===== src/rtl/uart_pkg.sv =====
// Shared UART definitions: FSM state encoding, frame width and default bit
// timing. Used by uart_rx now and intended for the transmitter as well.
package uart_pkg;

  // Receiver FSM states; PARITY is only reachable with UART_RX_PARITY_EN.
  typedef enum logic [2:0] {
    ST_IDLE   = 3'd0,
    ST_START  = 3'd1,
    ST_DATA   = 3'd2,
    ST_PARITY = 3'd3,
    ST_STOP   = 3'd4,
    ST_BREAK  = 3'd5
  } uart_state_e;

  localparam int DATA_BITS = 8;

  // 24 MHz system clock / 115200 baud.
  localparam int CLKS_PER_BIT_DEFAULT = 208;

endpackage


===== src/rtl/uart_rx_sync.sv =====
// Two-flop synchronizer for the asynchronous rx line plus falling-edge
// detect. All flops reset to 1 (line idle) so reset never fakes an edge
// out of stale state.
module uart_rx_sync (
  input  logic clk_i,
  input  logic rst_i,
  input  logic rx_i,
  output logic rx_s,
  output logic fall
);

  logic rx_meta;
  logic rx_sync;
  logic rx_prev;

  // Synchronizer chain and one-cycle history of the synchronized line.
  always_ff @(posedge clk_i) begin
    if (rst_i) begin
      rx_meta <= 1'b1;
      rx_sync <= 1'b1;
      rx_prev <= 1'b1;
    end else begin
      rx_meta <= rx_i;
      rx_sync <= rx_meta;
      rx_prev <= rx_sync;
    end
  end

  assign rx_s = rx_sync;
  assign fall = rx_prev & ~rx_sync;

endmodule


===== src/rtl/uart_rx.sv =====
// 8N1 UART receiver (8E1/8O1 when UART_RX_PARITY_EN is defined).
// Bit timing comes from CLKS_PER_BIT; the line is sampled mid-bit after a
// mid-start-bit false-start check.
//
// Output strobes: valid_o, frame_err_o and parity_err_o are mutually
// exclusive one-cycle pulses with no back-pressure. data_o only changes in
// the cycle valid_o is high and holds that byte afterwards; error strobes
// leave data_o untouched.
module uart_rx
  import uart_pkg::*;
#(
  parameter int CLKS_PER_BIT = CLKS_PER_BIT_DEFAULT,
  parameter bit PARITY_ODD   = 1'b0
) (
  input  logic       clk_i,
  input  logic       rst_i,
  input  logic       rx_i,
  output logic [7:0] data_o,
  output logic       valid_o,
  output logic       frame_err_o,
  output logic       parity_err_o,
  output logic       busy_o
);

  localparam int CW = $clog2(CLKS_PER_BIT);
  localparam logic [CW-1:0] CNT_LAST = CW'(CLKS_PER_BIT - 1);
  localparam logic [CW-1:0] CNT_HALF = CW'(CLKS_PER_BIT / 2 - 1);

  logic rx_s;
  logic fall;

  uart_rx_sync u_sync (
    .clk_i (clk_i),
    .rst_i (rst_i),
    .rx_i  (rx_i),
    .rx_s  (rx_s),
    .fall  (fall)
  );

  uart_state_e          state, state_n;
  logic [CW-1:0]        cnt, cnt_n;
  logic [2:0]           bit_idx, bit_idx_n;
  logic [DATA_BITS-1:0] shift, shift_n;
  logic [7:0]           data_n;
  logic                 valid_n;
  logic                 ferr_n;
`ifdef UART_RX_PARITY_EN
  logic                 perr_n;
  logic                 par_ok, par_ok_n;
`endif

  // State, counters, shift register and registered output strobes.
  always_ff @(posedge clk_i) begin
    if (rst_i) begin
      state       <= ST_IDLE;
      cnt         <= '0;
      bit_idx     <= '0;
      shift       <= '0;
      data_o      <= 8'h00;
      valid_o     <= 1'b0;
      frame_err_o <= 1'b0;
`ifdef UART_RX_PARITY_EN
      parity_err_o <= 1'b0;
      par_ok       <= 1'b1;
`endif
    end else begin
      state       <= state_n;
      cnt         <= cnt_n;
      bit_idx     <= bit_idx_n;
      shift       <= shift_n;
      data_o      <= data_n;
      valid_o     <= valid_n;
      frame_err_o <= ferr_n;
`ifdef UART_RX_PARITY_EN
      parity_err_o <= perr_n;
      par_ok       <= par_ok_n;
`endif
    end
  end

`ifndef UART_RX_PARITY_EN
  // Without parity the sense parameter has no effect and the strobe is dead.
  assign parity_err_o = 1'b0 & PARITY_ODD;
`endif

  // Next-state logic: bit timing, sampling and strobe generation.
  always_comb begin
    state_n   = state;
    cnt_n     = cnt + CW'(1);
    bit_idx_n = bit_idx;
    shift_n   = shift;
    data_n    = data_o;
    valid_n   = 1'b0;
    ferr_n    = 1'b0;
`ifdef UART_RX_PARITY_EN
    perr_n    = 1'b0;
    par_ok_n  = par_ok;
`endif
    case (state)
      ST_IDLE: begin
        cnt_n     = '0;
        bit_idx_n = '0;
`ifdef UART_RX_PARITY_EN
        par_ok_n  = 1'b1;
`endif
        if (fall) state_n = ST_START;
      end
      ST_START: begin
        // Mid start bit: a line back high means a glitch, not a frame.
        if (cnt == CNT_HALF) begin
          cnt_n   = '0;
          state_n = rx_s ? ST_IDLE : ST_DATA;
        end
      end
      ST_DATA: begin
        if (cnt == CNT_LAST) begin
          cnt_n     = '0;
          shift_n   = {rx_s, shift[DATA_BITS-1:1]};
          bit_idx_n = bit_idx + 3'd1;
          if (bit_idx == 3'(DATA_BITS - 1)) begin
`ifdef UART_RX_PARITY_EN
            state_n = ST_PARITY;
`else
            state_n = ST_STOP;
`endif
          end
        end
      end
`ifdef UART_RX_PARITY_EN
      ST_PARITY: begin
        if (cnt == CNT_LAST) begin
          cnt_n    = '0;
          par_ok_n = (rx_s == ((^shift) ^ PARITY_ODD));
          state_n  = ST_STOP;
        end
      end
`endif
      ST_STOP: begin
        if (cnt == CNT_LAST) begin
          cnt_n = '0;
          if (!rx_s) begin
            ferr_n  = 1'b1;
            state_n = ST_BREAK;
`ifdef UART_RX_PARITY_EN
          end else if (!par_ok) begin
            perr_n  = 1'b1;
            state_n = ST_IDLE;
`endif
          end else begin
            data_n  = shift;
            valid_n = 1'b1;
            state_n = ST_IDLE;
          end
        end
      end
      ST_BREAK: begin
        // Hold off until the line has recovered so a break is one error.
        cnt_n = '0;
        if (rx_s) state_n = ST_IDLE;
      end
      default: begin
        state_n = ST_IDLE;
      end
    endcase
  end

  assign busy_o = (state != ST_IDLE);

endmodule


===== config.mk =====
export PLATFORM = sky130hd
export DESIGN_NAME = uart_rx
export DESIGN_NICKNAME = d
export VERILOG_FILES = /design/src/rtl/uart_pkg.sv /design/src/rtl/uart_rx_sync.sv /design/src/rtl/uart_rx.sv
export SDC_FILE = /design/constraint.sdc
export NUM_CORES = 1
export LEC_CHECK = 0
export CORE_ASPECT_RATIO = 0.6
export CORE_MARGIN = 8
export CORE_UTILIZATION = 55
export DETAILED_ROUTE_END_ITERATION = 16
export PLACE_DENSITY = 0.89
export SETUP_SLACK_MARGIN = 0.15
export SLEW_MARGIN = 20
export SYNTH_ARGS = -nofsm -noshare
export SYNTH_HDL_FRONTEND = slang
export SYNTH_SLANG_ARGS = --single-unit

===== constraint.sdc =====
create_clock -name clk_i -period 1.9 [get_ports clk_i]
set_input_delay 0.285 -clock clk_i [delete_from_list [all_inputs] [get_ports clk_i]]
set_output_delay 0.285 -clock clk_i [all_outputs]
set_load 0.02 [all_outputs]

# Word-level counts from Yosys, hierarchy flattened

Cells that the tools add are included.

Reductions and logical operators: 10
Equality and inequality tests: 13
Mux-type cells: 16
Add/sub/neg operators: 2
Bitwise logic cells: 4

Operators by type and width:

| operator            | number |
|---|---|
| $mux 3              | 8 |
| $pmux 8 s3          | 1 |
| $mux 8              | 2 |
| $pmux 3 s5          | 1 |
| $ne 2x2->1 const B  | 5 |
| $eq 3x3->1 const B  | 3 |
| $add 8x1->8 const B | 1 |
| $eq 8x7->1 const B  | 1 |
| $eq 8x8->1 const B  | 1 |
| $pmux 3 s2          | 1 |
| $reduce_and 6->1    | 1 |
| $reduce_and 2->1    | 2 |
| $reduce_or 2->1     | 2 |
| $add 3x1->3 const B | 1 |
| $eq 3x1->1 const B  | 1 |
| $eq 3x2->1 const B  | 1 |
| $logic_not 3->1     | 1 |
| $not 1->1           | 3 |
| $reduce_and 3->1    | 1 |
| $reduce_bool 3->1   | 1 |
| $reduce_or 3->1     | 1 |
| $mux 1              | 2 |
| $mux 2              | 1 |
| $ne 2x1->1 const B  | 1 |
| 2 further kinds     | 2 |

Logic and storage cells: 55
Bits of input ports: 3
Output and inout bits: 12
Flip-flop bits (word level): 35

# Logic depth before layout (Yosys ltp)

Gate-level depths: netlist (run 1).

Depth after elaboration: 4
Depth in mapped cells: 7

# Modules after synthesis

From an unflattened synthesis (run 1), not the netlist that was laid out.

Cell total of the unflattened synthesis: 154
Area, all modules: 1,594.0 sq um

Modules (own cells, without submodules):

| module       | sequential area each (sq um) | cells each | area an instance (sq um) | times used |
|---|---|---|---|---|
| uart_rx      | 640.6                        | 147        | 1,508.9                  | 1 |
| uart_rx_sync | 60.1                         | 7          | 85.1                     | 1 |

# Least setup slack after synthesis (run 1)

OpenSTA, ideal clock, no wires.

Path type: reg-to-reg
From: register cnt[0]
To: register state[1]
Setup slack: 323 ps
Arrival: 1,481 ps
Cell stages (with the launch flop): 7
Path buffers: 1
Cell sequence: dfxtp_1 -> ha_1 -> and3_1 -> buf_2 -> a211o_1 -> a211o_1 -> o41ai_2

Word-level cells in the longest chain between the ends: 3

Ends and longest elaborated chain:

| item                                            | line                                           | text |
|---|---|---|
| from (decl)                                     | uart_rx.sv:41                                  | `logic [CW-1:0] cnt, cnt_n;` |
| from (signal assigned)                          | uart_rx.sv:68                                  | `cnt <= cnt_n;` |
| $eq 8x8->1 / $eq 8x7->1 (equally long branches) | uart_rx.sv:116, uart_rx.sv:139, uart_rx.sv:110 |  |
| $ne 2x2->1 (no line)                            | -                                              |  |
| $reduce_and 6->1 (no line) *                    | -                                              |  |
| to (signal assigned)                            | uart_rx.sv:67                                  | `state <= state_n;` |
| to (decl)                                       | uart_rx.sv:40                                  | `uart_state_e state, state_n;` |

Every way passes the cells marked *; elsewhere a longest branch is shown, timed or not.
A chain may end at the register's enable or synchronous reset.

# Worst setup path after layout (run 1)

From: register state[0]
To: output busy_o

Word-level cells in the longest chain between the ends: 1

Ends and longest elaborated chain:

| item              | line           | text |
|---|---|---|
| $reduce_bool 3->1 | uart_rx.sv:167 | `assign busy_o = (state != ST_IDLE);` |
| to (decl)         | uart_rx.sv:22  | `output logic busy_o` |

Every way passes these cells.

==> summary.md, run 1 <==
| Metric | Value |
|---|---|
| Via Count | 1194 |
| Initial antenna violation count | 0 |
| Die span in x | 82.8 um |
| Antenna viol nets, final | 0 |
| Total Routing Usage GR | 15.8% |
| Die Ht | 56.1 um |
| Met1 usage | 21.5% |
| Worst Reg-to-Reg Cells | 5 |
| First-pass GRT wire length | 5580 um |
| WHS Path Cells | 1 |
| DR iter-0 viols | 128 |
| Status | completed |
| Post-CTS sizing | 2 |
| Post-synth cell types | 33 |
| Row count | 14 |
| Ys Warns | 0 |
| Commonest cells after routing, fill and taps aside | 34 x dfxtp_1, 22 x nand2_1, 22 x nor2_1 |
| Layout cell share with drive strength beyond 1 | 15.8% |
| Drt total wl | 3360 um |
| Synth async-reset ratio | 0% |
| Crit path max fanout | 10 |
| Vias in the first global route | 1103 |
| # nets final | 182 |
| WHS Endpoint | u_sync.rx_s$_SDFF_PP1_ |
| Syn_nets | 166 |
| Worst setup EP type | primary output |
| Area occupied by multi-input gates | 746 um^2 |
| RSZ-0062 raised after global routing | no |
| DIE AREA | 4640 um^2 |
| Setup CP Type | reg2out |
| GRT Max-Usage Layer | met2 |
| Min Tclk post-route | 1690 ps |
| Worst EP arrival | 1410 ps |
| CP Launch Type | register |
| Synth Cell Area | 1470 um^2 |
| Clock sink count | 35 |
| TNS Setup | 0 ps |
| Worst R2R Setup Slack | 210 ps |
| Worst path max stage delay | 410 ps |
| Delay-heaviest family, CP | simple AND/OR/NAND/NOR gates |
| Post-CTS Setup Bufs | 0 |
| Most common cell after layout, fill and taps aside | dfxtp_1 |
| N_diodes | 0 |
| Top_reg_cell synth | dfxtp_1 |
| EDFF count, synth | 0 |
| WL/cell | 16.1 um |
| Final slew viol count | 0 |
| # setup viols final | 0 |
| Post-placement cell count | 201 |
| Power Dens Cells | 836 nW/um^2 |
| Worst reg2reg startpoint | cnt[0]$_SDFF_PP0_ |
| VDD IR max | 0.485 mV |
| Mapped Cells | 160 |
| Worst-path clk slew | 70 ps |
| Worst-skew pair later-pin latency | 290 ps |
| GR Util met2 | 22.4% |
| Max Root-Sink Buffers | 2 |
| Core area | 2520 um^2 |
| CTS hold repair buffers | 0 |
| Hold WC Path Type | reg2reg |
| Hold_sp | u_sync.rx_meta$_SDFF_PP1_ |
| Final period utilization | 88.9% |
| # H-tree levels | 2 |
| Vias/cell | 5.71 |
| Worst R2R End | cnt[5]$_SDFF_PP0_ |
| Gr ovfl total | 0 |
| WP data required | 1620 ps |
| F_max | 592 MHz |
| Crit path max-delay cell type | or3_4 |
| Worst Path Buf+Inv | 1 |
| I/O Pins | 15 |
| CTS tree | yes |
| CTS buffer count | 5 |
| RePlAce Congestion | 0.851 |
| Root Buffer | clkbuf_8 |
| Synth Area per Inst | 9.20 um^2 |
| Pin count of the biggest net entering global routing | 17 |
| Register area | 702 um^2 |
| Met3 Usage GRT | 4.84% |
| HPWL Detailed | 2330 um |
| Seq cells post-synth | 35 |
| First-pass DRT Iterations | 4 |
| Max_cap viols | 0 |
| Clock skew | 11.5 ps |
| Final cell count without fillers | 209 |
| Critical path, cell by cell | or3_4, dlygate4sd2_1 |
| Hold Vio Cnt, Final | 0 |
| Fillers | 178 |
| IO buf count | 13 |
| Sequential area share after synthesis | 47.6% |
| Layout area overhead | 21.4% |
| Leak Pwr | 0.710 nW |
| DRC viols | 0 |
| Initial Utilization | 58.3% |
==> worst reg2reg max path, delay by kind of cell (launching register included) <==
family,cells,cell delay [ps]
compound gates,2,650
fa+ha+maj,1,240
flops,1,340
simple gates,2,390
==> area by class of cell <==
cell class	instances	area share, %
clock buffers	6	4.62
inverters	2	0.420
multi-input cells	113	41.7
clock inverters	2	1.96
repair buffers	19	9.73
well taps	32	2.24
flip-flops and latches	35	39.3
==> kinds of logic (layout without fill, tap and decap cells) <==
logic type                 Yosys count  count (layout)  share of synthesized area, %
muxes                               11              11                          7.57
DFF                                 35              35                          47.6
and+or+nand+nor                     73              73                          24.7
adders and majority gates            3               3                          2.55
xor gates and xnor gates             7               7                          4.17
other                                1               1                         0.255
AOI/OAI and AO/OA                   18              18                          9.52
buffers and inverters               12              29                          3.66
==> Yosys cell counts, drive strengths merged (2+ instances only) <==
cell type,number,area (um^2)
clkbuf,5,18.8
a21oi,9,45.0
xor2,2,17.5
and4,2,17.5
nor3,2,10.0
nor3b,2,15.0
or2,3,18.8
buf,5,27.5
nand2b,3,18.8
ha,3,37.5
xnor2,5,43.8
nand3,9,45.0
inv,2,7.51
mux2i,10,100
o21ai,2,10.0
dfxtp,35,701
nand2,22,82.6
nand4,2,18.8
o41ai,2,32.5
nor2,22,82.6
a211o,2,17.5
and3,2,12.5
==> power by group <==
part           switching (W)  internal, W
Clock               0.000270     0.000424
Sequential        0.00000567     0.000738
Combinational      0.0000323    0.0000229
==> through the flow <==
| step | total power, W | setup WS, ps | hold slack [ps] | instance area [um^2] | utilization [%] |
|---|---|---|---|---|---|
| after floorplan | 0.000795 | 323 | 389 | 1470 | - |
| after global placement | 0.000809 | 250 | 395 | 1640 | 65.0 |
| after detailed placement | 0.000811 | 116 | 404 | 1640 | 65.0 |
| after CTS | 0.00150 | 140 | 419 | 1760 | 69.7 |
| after global routing | 0.00153 | 163 | 444 | 1790 | 70.8 |
| final | 0.00149 | 210 | 412 | 1790 | 70.8 |
==> flip-flops by register name (all words and copies together) (netlist names) <==
name	cells
shift	8
u_sync.rx_meta	1
u_sync.rx_prev	1
u_sync.rx_s	1
valid_o	1
data_o	8
bit_idx	3
frame_err_o	1
state	3
cnt	8
==> per-layer routing <==
layer	share of wire, %	wire length, um
met5	0	0
met4	1.2	42
met3	7.0	236
met2	45	1520
met1	47	1570
==> worst max-delay path by stage <==
stage / from / endpoint / slack (ps) / cells after the start
6_report: state[0]$_SDFFE_PP0P_ / busy_o / 210 / 2
5_1_grt: cnt[0]$_SDFF_PP0_ / cnt[5]$_SDFF_PP0_ / 160 / 5
4_1_cts: state[0]$_SDFFE_PP0P_ / busy_o / 140 / 2
3_5_place_dp: cnt[0]$_SDFF_PP0_ / shift[7]$_SDFFE_PP0P_ / 120 / 5
3_3_place_gp: cnt[0]$_SDFF_PP0_ / shift[7]$_SDFFE_PP0P_ / 250 / 5
2_1_floorplan: cnt[0]$_SDFF_PP0_ / state[1]$_SDFFE_PP0P_ / 320 / 6
(Power assumes the default switching activity.)
==> inputs of run 2 (changes only) <==
--- a/config.mk
+++ b/config.mk
@@ -15,3 +15,4 @@
 export SYNTH_ARGS = -nofsm -noshare
 export SYNTH_HDL_FRONTEND = slang
 export SYNTH_SLANG_ARGS = --single-unit
+export TNS_END_PERCENT = 5
==> run 2 against run 1 <==
  * Power is essentially flat
  * Sequential share of layout area is essentially flat
  * Hold slack is essentially flat
  * First-iteration DRC count shrank 3.1%
  * Sequential cell count is the same
  * Critical path depth is the same
  * Final cell count is the same
  * Final area shrank 0.14%
  * Via count shrank 0.75%
  * Clock power is essentially flat
  * Critical path type unchanged
  * Largest cell class unchanged
==> summary.md, run 2 (same netlist as run 1, synthesis figures left out) <==
| Metric | Value |
|---|---|
| Status | completed |
| Pin count of the biggest net entering global routing | 17 |
| Worst-skew pair later-pin latency | 290 ps |
| Worst setup EP type | primary output |
| F_max | 570 MHz |
| Gr ovfl total | 0 |
| Row count | 14 |
| RSZ-0062 raised after global routing | yes |
| Met1 usage | 21.5% |
| Worst R2R Setup Slack | 190 ps |
| Clock skew | 11.6 ps |
| Final period utilization | 92.3% |
| WHS Path Cells | 1 |
| Hold WC Path Type | reg2reg |
| Max_cap viols | 0 |
| WHS Endpoint | u_sync.rx_s$_SDFF_PP1_ |
| Utilization after layout | 70.7% |
| RePlAce Congestion | 0.851 |
| Initial antenna violation count | 0 |
| First-pass GRT wire length | 5580 um |
| Hold Vio Cnt, Final | 0 |
| WL/cell | 16.0 um |
| Crit path max-delay cell type | or3_4 |
| Core area | 2520 um^2 |
| CTS tree | yes |
| Initial Utilization | 58.3% |
| Drt total wl | 3350 um |
| Max Root-Sink Buffers | 2 |
| CTS hold repair buffers | 0 |
| Via Count | 1185 |
| DRC viols | 0 |
| Top flop regs | cnt (8), data_o (8), shift (8) |
| Min Tclk post-route | 1750 ps |
| GRT Max-Usage Layer | met2 |
| # setup viols final | 0 |
| Leak Pwr | 0.710 nW |
| IO buf count | 13 |
| First-pass DRT Iterations | 4 |
| Worst reg2reg startpoint | cnt[0]$_SDFF_PP0_ |
| Hold_sp | u_sync.rx_meta$_SDFF_PP1_ |
| GR Util met2 | 22.4% |
| Commonest cells after routing, fill and taps aside | 35 x dfxtp_1, 22 x nand2_1, 22 x nor2_1 |
| HPWL Detailed | 2330 um |
| Critical path, cell by cell | or3_4, dlygate4sd2_1 |
| Vias in the first global route | 1103 |
| WP data required | 1620 ps |
| Clock sink count | 35 |
| TNS Setup | 0 ps |
| Met3 Usage GRT | 4.84% |
| DIE AREA | 4640 um^2 |
| Setup CP Type | reg2out |
| # nets final | 182 |
| Worst-path clk slew | 70 ps |
| Total Routing Usage GR | 15.8% |
| # H-tree levels | 2 |
| CP Launch Type | register |
| Die Ht | 56.1 um |
| Worst EP arrival | 1470 ps |
| Final instance area | 1780 um^2 |
| N_diodes | 0 |
| Worst R2R End | cnt[5]$_SDFF_PP0_ |
| Vias/cell | 5.67 |
| Final slew viol count | 0 |
| I/O Pins | 15 |
| VDD IR max | 0.486 mV |
| Die span in x | 82.8 um |
| Worst Hold Margin | 412 ps |
| Layout cell share with drive strength beyond 1 | 14.7% |
| Worst path max stage delay | 430 ps |
| Most common cell after layout, fill and taps aside | dfxtp_1 |
| Root Buffer | clkbuf_8 |
| Placed inst area | 1640 um^2 |
| Crit path max fanout | 10 |
| CTS buffer count | 5 |
| Worst Reg-to-Reg Cells | 5 |
| Layout area overhead | 21.3% |
| Power Dens Cells | 836 nW/um^2 |
| Antenna viol nets, final | 0 |
| DR iter-0 viols | 124 |
run 2: changes by cell type in the layout (fill, tap and decap cells not counted):
cell,delta
dfxtp_2,-1
dfxtp_1,+1
and3_2,-1
and3_1,+1
run 2: worst max-delay path by stage:
stage	start	endpoint	slack, ps	depth (start not counted)
after floorplan	cnt[0]$_SDFF_PP0_	state[1]$_SDFFE_PP0P_	320	6
after global placement	cnt[0]$_SDFF_PP0_	shift[7]$_SDFFE_PP0P_	250	5
after detailed placement	cnt[0]$_SDFF_PP0_	shift[7]$_SDFFE_PP0P_	120	5
after CTS	state[0]$_SDFFE_PP0P_	busy_o	140	2
after global routing	state[0]$_SDFFE_PP0P_	busy_o	110	2
final	state[0]$_SDFFE_PP0P_	busy_o	150	2
run 2: final cells by class:
class / count / area [um^2]
Clock inverter: 2 / 35.0
Fill cell: 180 / 738
Sequential cell: 35 / 701
Timing Repair Buffer: 19 / 174
Tap cell: 32 / 40.0
Inverter: 2 / 7.51
Clock buffer: 6 / 82.6
Multi-Input combinational cell: 113 / 744
run 2: routing by layer:
layer,vias up,share of wire (%)
li1,572,-
met1,560,46
met2,48,45
met3,5,8.0
met4,0,1.3
met5,-,0
run 2: through the flow:
stage          cells  setup slack (ps)  power [W]
6_report         209               145    0.00149
5_1_grt          209               112    0.00153
4_1_cts          209               140    0.00150
3_5_place_dp     201               116   0.000811
3_3_place_gp     201               250   0.000809
2_1_floorplan    160               323   0.000795
run 2: worst max-delay path: cells and delay by family, from the launching register on:
family | cells | cell delay, ps
simple gates | 1 | 430
flops | 1 | 410
buf+inv | 1 | 330
run 2: timing repair:
item	4_1_cts	5_1_grt
resized for setup	2	4
setup buffers	0	0
setup endpoints to repair	2	12
pin swaps	0	0
run 2: power breakdown:
group / leakage [nW] / total [W] / switching, W / internal [W]
Combinational: 0.367 / 0.0000550 / 0.0000322 / 0.0000228
Clock: 0.0612 / 0.000693 / 0.000269 / 0.000424
Sequential: 0.283 / 0.000744 / 0.00000572 / 0.000738
Total: 0.710 / 0.00149 / 0.000307 / 0.00119
